[config.mk]
export PLATFORM = sky130hd
export DESIGN_NAME = bob_uart_tx
export DESIGN_NICKNAME = d
export VERILOG_FILES = /design/src/rtl/bob_uart_pkg.sv /design/src/rtl/bob_baud_tick.sv /design/src/rtl/bob_uart_tx.sv
export SDC_FILE = /design/constraint.sdc
export NUM_CORES = 1
export LEC_CHECK = 0
export CORE_ASPECT_RATIO = 0.6
export CORE_UTILIZATION = 47
export CTS_CLUSTER_DIAMETER = 40
export DETAILED_ROUTE_END_ITERATION = 8
export PLACE_DENSITY = 0.68
export SLEW_MARGIN = 10
export SYNTH_ARGS = -nofsm -noshare
export SYNTH_HDL_FRONTEND = slang
export SYNTH_SLANG_ARGS = --single-unit
[constraint.sdc]
create_clock -name clock -period 3.9 [get_ports clock]
set_input_delay 0.78 -clock clock [delete_from_list [all_inputs] [get_ports clock]]
set_output_delay 0.78 -clock clock [all_outputs]
set_load 0.02 [all_outputs]
[src/rtl/bob_uart_pkg.sv]
// -----------------------------------------------------------------------------
// bob_uart_pkg
// Shared types and constants for the BOB UART blocks (transmitter now, receiver
// later).
//
// Contents:
//   DATA_BITS     : width of one data word (9 bits)
//   PARITY_BITS   : 1 when the parity bit is built in, 0 otherwise
//   LINE_START    : serial level during the start bit
//   LINE_STOP     : serial level during stop bits
//   LINE_IDLE     : serial level while nothing is being sent
//   tx_state_e    : transmitter FSM states
//   frame_cycles(): clock cycles taken by one complete frame
//
// Configuration macro: BOB_UART_PARITY_EN
//   When defined, an even-parity bit follows the data bits and the PARITY
//   state exists. When undefined, the frame has no parity bit.
// -----------------------------------------------------------------------------
package bob_uart_pkg;

    localparam int DATA_BITS = 9;

`ifdef BOB_UART_PARITY_EN
    localparam int PARITY_BITS = 1;
`else
    localparam int PARITY_BITS = 0;
`endif

    localparam logic LINE_START = 1'b0;
    localparam logic LINE_STOP  = 1'b1;
    localparam logic LINE_IDLE  = 1'b1;

    // Explicit encodings so the state values stay the same whether or not
    // the PARITY state is built in.
    typedef enum logic [2:0] {
        ST_IDLE   = 3'd0,
        ST_START  = 3'd1,
        ST_DATA   = 3'd2,
`ifdef BOB_UART_PARITY_EN
        ST_PARITY = 3'd3,
`endif
        ST_STOP   = 3'd4
    } tx_state_e;

    // Number of clock cycles from the first start-bit cycle to the end of
    // the last stop-bit cycle.
    function automatic int frame_cycles(input int clks_per_bit, input int stop_bits);
        return (1 + DATA_BITS + PARITY_BITS + stop_bits) * clks_per_bit;
    endfunction

endpackage

[src/rtl/bob_baud_tick.sv]
// -----------------------------------------------------------------------------
// bob_baud_tick
// Bit-time counter used by the UART. It counts 0..CLKS_PER_BIT-1 while
// enabled and wraps to 0. It emits a one-cycle tick on the terminal count,
// which marks the last clock of a bit time. The receiver will reuse this
// block.
//
// Parameters:
//   CLKS_PER_BIT : clock cycles per serial bit (2..65535)
//
// Ports:
//   clock  in  : rising-edge clock
//   reset  in  : asynchronous active-high reset; clears the counter
//   enable in  : count while high
//   clear  in  : restart the bit time at 0; has priority over enable
//   tick   out : high during the last cycle of each bit time
// -----------------------------------------------------------------------------
module bob_baud_tick #(
    parameter int CLKS_PER_BIT = 16
) (
    input  logic clock,
    input  logic reset,
    input  logic enable,
    input  logic clear,
    output logic tick
);

    localparam int CNT_W = $clog2(CLKS_PER_BIT);
    localparam logic [CNT_W-1:0] TERMINAL = CNT_W'(CLKS_PER_BIT - 1);

    logic [CNT_W-1:0] count;

    // NOTE: sequential state is written with non-blocking assignments only, so
    // every flop samples the values from before the clock edge.
    always_ff @(posedge clock or posedge reset) begin
        if (reset) begin
            count <= '0;
        end else if (clear) begin
            count <= '0;
        end else if (enable) begin
            if (count == TERMINAL) begin
                count <= '0;
            end else begin
                count <= count + CNT_W'(1);
            end
        end
    end

    assign tick = enable && !clear && (count == TERMINAL);

endmodule

[src/rtl/bob_uart_tx.sv]
// -----------------------------------------------------------------------------
// bob_uart_tx
// UART transmitter for 9-bit reply words. The frame is: one start bit (low),
// then 9 data bits sent LSB first, then an optional even-parity bit, then
// STOP_BITS stop bits (high). Every bit lasts CLKS_PER_BIT clocks. The serial
// line comes straight from a flop and changes only on bit-time boundaries.
//
// Parameters:
//   CLKS_PER_BIT : clock cycles per bit (2..65535)
//   STOP_BITS    : stop bits per frame (1 or 2)
//
// Ports:
//   clock     in  : rising-edge clock
//   reset     in  : asynchronous active-high reset; aborts any frame
//   tx_data   in  : [8:0] word to send, captured only when accepted
//   tx_send   in  : request to send; accepted when tx_ready is high
//   tx_ready  out : high only in IDLE
//   tx_serial out : serial line, idles high
//   tx_busy   out : high from acceptance to the end of the last stop bit
//
// Configuration macro: BOB_UART_PARITY_EN (even parity over the 9 data bits)
// -----------------------------------------------------------------------------
module bob_uart_tx
    import bob_uart_pkg::*;
#(
    parameter int CLKS_PER_BIT = 16,
    parameter int STOP_BITS    = 1
) (
    input  logic                 clock,
    input  logic                 reset,
    input  logic [DATA_BITS-1:0] tx_data,
    input  logic                 tx_send,
    output logic                 tx_ready,
    output logic                 tx_serial,
    output logic                 tx_busy
);

    localparam logic [3:0] LAST_DATA_IDX = 4'(DATA_BITS - 1);
    localparam logic [3:0] LAST_STOP_IDX = 4'(STOP_BITS - 1);

    tx_state_e            state, state_next;
    logic [DATA_BITS-1:0] shreg, shreg_next;
    logic [3:0]           bit_idx, bit_idx_next;
    logic                 serial_q, serial_next;
    logic                 accept;
    logic                 bit_tick;
`ifdef BOB_UART_PARITY_EN
    logic                 parity_q, parity_next;
`endif

    assign tx_ready  = (state == ST_IDLE);
    assign tx_busy   = (state != ST_IDLE);
    assign tx_serial = serial_q;
    assign accept    = tx_send && tx_ready;

    // The bit time restarts on acceptance, so the start bit is a full
    // CLKS_PER_BIT long. The counter is idle outside a frame.
    bob_baud_tick #(
        .CLKS_PER_BIT(CLKS_PER_BIT)
    ) u_baud_tick (
        .clock (clock),
        .reset (reset),
        .enable(tx_busy),
        .clear (accept),
        .tick  (bit_tick)
    );

    // Next-state logic. serial_next is the level for the bit that starts
    // after the current edge, so the line flop changes exactly on bit
    // boundaries.
    always_comb begin
        // NOTE: every output of this block gets a default first. Without it, a
        // path that skips an assignment would infer a latch.
        state_next   = state;
        shreg_next   = shreg;
        bit_idx_next = bit_idx;
        serial_next  = serial_q;
`ifdef BOB_UART_PARITY_EN
        parity_next  = parity_q;
`endif

        case (state)
            ST_IDLE: begin
                if (accept) begin
                    state_next  = ST_START;
                    shreg_next  = tx_data;
                    serial_next = LINE_START;
`ifdef BOB_UART_PARITY_EN
                    parity_next = ^tx_data;
`endif
                end
            end

            ST_START: begin
                if (bit_tick) begin
                    state_next   = ST_DATA;
                    bit_idx_next = '0;
                    serial_next  = shreg[0];
                end
            end

            ST_DATA: begin
                if (bit_tick) begin
                    if (bit_idx == LAST_DATA_IDX) begin
                        bit_idx_next = '0;
`ifdef BOB_UART_PARITY_EN
                        state_next   = ST_PARITY;
                        serial_next  = parity_q;
`else
                        state_next   = ST_STOP;
                        serial_next  = LINE_STOP;
`endif
                    end else begin
                        // After the shift, shreg[0] again holds the bit now
                        // on the line.
                        shreg_next   = shreg >> 1;
                        serial_next  = shreg[1];
                        bit_idx_next = bit_idx + 4'd1;
                    end
                end
            end

`ifdef BOB_UART_PARITY_EN
            ST_PARITY: begin
                if (bit_tick) begin
                    state_next   = ST_STOP;
                    bit_idx_next = '0;
                    serial_next  = LINE_STOP;
                end
            end
`endif

            ST_STOP: begin
                // bit_idx counts the stop bits sent so far.
                if (bit_tick) begin
                    if (bit_idx == LAST_STOP_IDX) begin
                        state_next   = ST_IDLE;
                        bit_idx_next = '0;
                    end else begin
                        bit_idx_next = bit_idx + 4'd1;
                    end
                    serial_next = LINE_STOP;
                end
            end

            default: begin
                state_next   = ST_IDLE;
                bit_idx_next = '0;
                serial_next  = LINE_IDLE;
            end
        endcase
    end

    always_ff @(posedge clock or posedge reset) begin
        if (reset) begin
            state    <= ST_IDLE;
            shreg    <= '0;
            bit_idx  <= '0;
            serial_q <= LINE_IDLE;
`ifdef BOB_UART_PARITY_EN
            parity_q <= 1'b0;
`endif
        end else begin
            state    <= state_next;
            shreg    <= shreg_next;
            bit_idx  <= bit_idx_next;
            serial_q <= serial_next;
`ifdef BOB_UART_PARITY_EN
            parity_q <= parity_next;
`endif
        end
    end

endmodule

==> results of run 1 <==
==> registers in the layout, summed over array words and instances (netlist names) <==
| register | count |
|---|---|
| bit_idx | 4 |
| shreg | 9 |
| u_baud_tick.count | 4 |
| state | 3 |
| tx_serial | 1 |
==> cell usage in the layout, fill, tap and decap left out, types with 2 or more instances in the layout <==
cell	netlist	routed
a21oi_1	4	4
clkbuf_8	0	3
clkdlybuf4s50_1	0	14
dfrtp_1	20	20
ha_1	3	3
inv_1	9	9
mux2i_1	10	10
nand2_1	7	7
nand2b_1	2	2
nand3_1	3	3
nand3b_1	4	4
nor2_1	5	5
nor2b_1	2	2
o21ai_0	16	16
o21ai_2	9	9
o21bai_1	2	2
o2bb2ai_1	2	2
o31ai_1	2	2
==> through the flow <==
stage	instance area [um^2]	std cells	utilization, %	hold WS (ns)	power, uW
2_1_floorplan	1250	127	-	0.469	237
3_3_place_gp	1400	168	55.6	0.456	252
3_5_place_dp	1400	168	55.6	0.461	253
4_1_cts	1450	172	57.4	0.474	399
5_1_grt	1450	172	57.4	0.492	411
6_report	1450	172	57.4	0.470	395
==> cell families (layout without fill, tap and decap cells) <==
logic type / Yosys count / count (layout) / synth area share [%]
adders and majority gates: 4 / 4 / 3.79
xor gates and xnor gates: 1 / 1 / 0.699
muxes: 10 / 10 / 7.98
and+or+nand+nor: 33 / 33 / 15.1
DFF: 21 / 21 / 42.0
buffers and inverters: 15 / 28 / 5.79
AOI/OAI and AO/OA: 43 / 43 / 24.7
==> critical path, cell delays in order (launching register included) <==
cell and delay (ns):
dfrtp_1 0.52, or3_1 0.55, inv_1 0.21, clkdlybuf4s50_1 0.64
==> cell usage after synthesis, drive strengths merged, types with 2 or more instances <==
master	n	share of area, %
a21oi	4	1.6
a31oi	2	2.2
and3	2	1.1
buf	6	3.1
dfrtp	20	40
ha	3	3.0
inv	9	2.7
mux2i	10	8.0
nand2	7	2.1
nand2b	2	1.0
nand3	3	1.2
nand3b	4	2.4
nor2	5	1.5
nor2b	2	1.0
o21ai	26	13
o21bai	2	1.2
o2bb2ai	2	1.4
o31ai	2	1.2
or2	2	1.0
==> worst min-delay path by stage <==
stage	startpoint	endpoint	slack, ns	cells after the start
6_report	tx_serial	tx_serial	0.47	2
5_1_grt	tx_serial	tx_serial	0.49	2
4_1_cts	tx_serial	tx_serial	0.47	2
3_5_place_dp	tx_serial	tx_serial	0.46	2
3_3_place_gp	tx_serial	tx_serial	0.46	2
2_1_floorplan	u_baud_tick.count[3]	u_baud_tick.count[3]	0.47	1
==> per-layer routing <==
layer	vias up	wire length, um
li1	488	-
met4	0	36
met2	17	1060
met5	-	0
met1	467	1350
met3	4	110
==> layout make-up <==
cell class	count	share of cell area, %
multi-input cells	91	45.2
flip-flops and latches	21	36.4
repair buffers	15	10.2
clock buffers	4	3.11
well taps	32	2.77
inverters	9	2.33
==> power by group through the flow <==
stage               clock network [uW]  logic, uW  registers [uW]
finish                             146       25.4             223
global route                       159       28.7             223
CTS                                150       25.9             223
detailed placement                   0       25.8             227
global placement                     0       25.1             227
floorplan                            0       10.0             227
==> results.toml, run 1 <==
[timing]
hold_viol_final = 0
skew_ns = 0.00542
fmax_mhz = 338
min_period_ns = 2.96
tns_ns = 0
worstMarginPinSlew_ns = 0.818
fin_crit_sh_pct = 75.9
rsz0062_at_grt = "false"
fin_ws_ns = 0.941
setup_violations = 0
drv_slew = 0
maxSlewHeadroom_pct = 45.4

[drt]
dr.pass1.iters = 4
wirelength_mm = 2.56
drtIter0Drc = 41
vias = 976
avgViaCountPerCell = 5.67
postRouteAntennaNets = 0
routedWlPerCell_um = 14.9
drc_errors = 0

[layout]
multi_input_area_um2 = 654
ff_latch_area_um2 = 527
layout.nets = 156
fillerInstances = 235
layout-drive-gt1-share_pct = 13.6
antenna_cells = 0
syn2layout_area_growth_pct = 15.5

[grt]
grt.total_usage_pct = 22.4
grt_use_met1_pct = 32.8
met2_usage_pct = 32.0
grt.busiest_layer = "met1"
grt_use_met3_pct = 5.71
grt_pass1_wl_mm = 4.62
grt_overflow = 0
grt_pass1_vias = 963
grt_max_degree = 22
antenna_found_initial = 0

[cts]
cts_resized = 0
hold_buffers = 0
cts_setup_buffers = 0
tritoncts = "built"
clkLatencyLatePin_ns = 0.27
clockBufferDepth = 2
cts.sinks = 21
cts-buffers-inserted = 3
ctsHtreeMaxLevel = 1
cts_root_buf = "clkbuf_8"
clk_pin_slew_ns = 0.08

[power]
intPower_uw = 309
pwr-share-comb_pct = 6.4
irDropWorstVdd_mv = 0.134
p_seq_share_pct = 56.5
p_per_area_nw_per_um2 = 273
p_sw_share_pct = 21.8
clkPwrFrac_pct = 37.0
p_sw_uw = 86.0
leakage_uw = 0.000694

[synth]
synth_cells = 127
ys_async_sr_fraction_pct = 100
synth_flop_cell = "dfrtp_1"
seq_area_frac_synth_pct = 42.0
syn_area_um2 = 1250
ys_ff_latch = 21
yosys_warnings = 0
synth-edff-count = 0
synth_fp_nets = 142
avgSynthCellArea_um2 = 9.87
synth.distinct_cells = 40

[die]
die-area_um2 = 2880
fp.dieW_um = 68.7
core_area_um2 = 2520
start_util_pct = 49.7
die_h_um = 42.0
row_count = 14
pin_count = 15

[place]
hpwl_mm = 1.85
place.gp.congestion = 0.808
place_ws_ns = 1.26
port_buffers = 14

[worst_setup_path]
critPathCapture = "tx_ready"
cp_data_arrival_time_ns = 2.18
reg2reg_depth = 6
r2r_end = "shreg[0]"
worst_setup_path_end_kind = "primary output"
ff2ff_setup_slack_ns = 1.87
critPathRequiredTime_ns = 3.12
path_class = "reg -> out"
cp-start-kind = "register"
critPathLaunch = "state[0]"
regToRegStartpoint = "bit_idx[0]"
crit_fanout = 11

[hold_path]
hold_path_class = "reg -> reg"

[flow_run]
max_cap_viol_count = 0

[run_status]
status = "finished, final reports clean"
Note: power is estimated with default switching activity, not from simulation.
==> inputs of run 2 (changes only) <==
Clock period 3.9 ns to 2.8 ns, I/O delays scaled along.
==> results.toml, run 2 (synthesized netlist as in run 1, its figures left out) <==
[layout]
layout-drive-gt1-share_pct = 14.9
layout.nets = 157
final_util_pct = 57.7
layout_commonest_cell = "dfrtp_1"
syn2layout_area_growth_pct = 16.2
largestRegisters = "shreg (9), bit_idx (4), u_baud_tick.count (4)"
antenna_cells = 0
fillerInstances = 222
largest_reg_flops = 9
final_cells = 173
multi_input_area_um2 = 654
regMostFlops = "shreg"
ff_latch_area_um2 = 527
design_area_um2 = 1460
layout_common_cells = "dfrtp_1 (20), o21ai_0 (16), clkdlybuf4s50_1 (14), mux2i_1 (10)"

[worst_setup_path]
regToRegStartpoint = "bit_idx[0]"
cpMaxStageDelayCell = "clkdlybuf4s50_1"
reg2reg_depth = 6
crit_family = "buffers and inverters"
crit_buf_inv = 2
crit_fanout = 11
critPathCapture = "tx_ready"
cp_data_arrival_time_ns = 2.03
slowest_delay_ns = 0.65
ff2ff_setup_slack_ns = 0.84
worst_setup_path_end_kind = "primary output"
r2r_end = "shreg[3]"
cp.depth = 3
cp-start-kind = "register"
path_class = "reg -> out"
critPathLaunch = "state[0]"
worstPathCellList = "or3_1, inv_1, clkdlybuf4s50_1"
critPathRequiredTime_ns = 2.24

[timing]
fin_crit_sh_pct = 92.4
setup_violations = 0
tns_ns = 0
maxSlewHeadroom_pct = 45.1
fmax_mhz = 387
drv_slew = 0
rsz0062_at_grt = "false"
worstMarginPinSlew_ns = 0.823
hold_viol_final = 0
skew_ns = 0.00237
min_period_ns = 2.59

[cts]
clockBufferDepth = 2
cts-buffers-inserted = 3
cts_resized = 0
cts_setup_buffers = 0
ctsHtreeMaxLevel = 1
clkLatencyLatePin_ns = 0.26
cts_root_buf = "clkbuf_8"
hold_buffers = 0
tritoncts = "built"
clk_pin_slew_ns = 0.08
cts.sinks = 21

[power]
p_sw_share_pct = 22.4
clkPwrFrac_pct = 37.0
p_seq_share_pct = 56.4
irDropWorstVdd_mv = 0.276
pwr-share-comb_pct = 6.6
leakage_uw = 0.000701
intPower_uw = 427
total_power_uw = 551
p_per_area_nw_per_um2 = 378
p_sw_uw = 124

[drt]
dr.pass1.iters = 5
drtIter0Drc = 47
postRouteAntennaNets = 0
vias = 976
routedWlPerCell_um = 14.9
drc_errors = 0
wirelength_mm = 2.58
avgViaCountPerCell = 5.64

[grt]
met2_usage_pct = 30.0
grt_overflow = 0
grt_pass1_wl_mm = 4.66
grt_use_met1_pct = 36.6
grt.busiest_layer = "met1"
grt_use_met3_pct = 5.71
grt_pass1_vias = 947
antenna_found_initial = 0
grt_max_degree = 22
grt.total_usage_pct = 22.6

[die]
fp.dieW_um = 68.7
pin_count = 15
start_util_pct = 49.7
row_count = 14
core_area_um2 = 2520
die-area_um2 = 2880
die_h_um = 42.0

[place]
port_buffers = 14
dp.cells = 169
hpwl_mm = 1.92
placed_cell_area_um2 = 1410
place.gp.congestion = 0.836

[flow_run]
max_cap_viol_count = 0

[run_status]
status = "finished, final reports clean"

[hold_path]
hold_path_class = "reg -> reg"
==> run 2: cell type report <==
type,instances,share of cell area (%)
multi-input combinational,91,44.9
sequential,21,36.2
clock inverter,1,0.344
tap,32,2.75
inverter,9,2.32
timing repair buffer,16,10.7
clock buffer,3,2.84
==> run 2: how the worst min path moves through the flow <==
| stage | start | slack [ns] | depth (start not counted) | endpoint |
|---|---|---|---|---|
| 2_1_floorplan | u_baud_tick.count[3] | 0.47 | 1 | u_baud_tick.count[3] |
| 3_3_place_gp | tx_serial | 0.46 | 2 | tx_serial |
| 3_5_place_dp | tx_serial | 0.50 | 2 | tx_serial |
| 4_1_cts | tx_serial | 0.52 | 2 | tx_serial |
| 5_1_grt | tx_serial | 0.54 | 2 | tx_serial |
| 6_report | tx_serial | 0.51 | 2 | tx_serial |
==> run 2: worst min-delay path, cell delays in order, from the launching register on <==
cell     delay, ns
dfstp_2       0.37
inv_1         0.05
mux2i_1       0.08
==> run 2: through the flow <==
| step | hold slack (ns) | worst slack [ns] |
|---|---|---|
| 3_5_place_dp | 0.499 | 0.512 |
| 2_1_floorplan | 0.469 | 1.11 |
| 6_report | 0.513 | 0.213 |
| 3_3_place_gp | 0.464 | 0.563 |
| 4_1_cts | 0.517 | 0.223 |
| 5_1_grt | 0.539 | 0.102 |
==> run 2: power groups by stage <==
stage	Sequential, uW	Clock [uW]	Combinational (uW)
2_1_floorplan	317	0	14.0
3_3_place_gp	317	0	35.4
3_5_place_dp	317	0	36.8
4_1_cts	311	209	37.1
5_1_grt	311	223	41.1
6_report	311	204	36.3
==> run 2: metal layers <==
layer | vias up | wire (um) | part of all wire (%)
met5 | - | 0 | 0
met2 | 27 | 1000 | 39
met1 | 459 | 1430 | 55
met3 | 2 | 136 | 5.3
met4 | 0 | 12 | 0.47
li1 | 488 | - | -
==> inputs of run 3 (changes only) <==
Settings changed: CTS_CLUSTER_SIZE set to 30, SLEW_MARGIN 10 to 20.
==> results of run 3 <==
The final DEF is identical to that of run 2; final timing and power are the same.
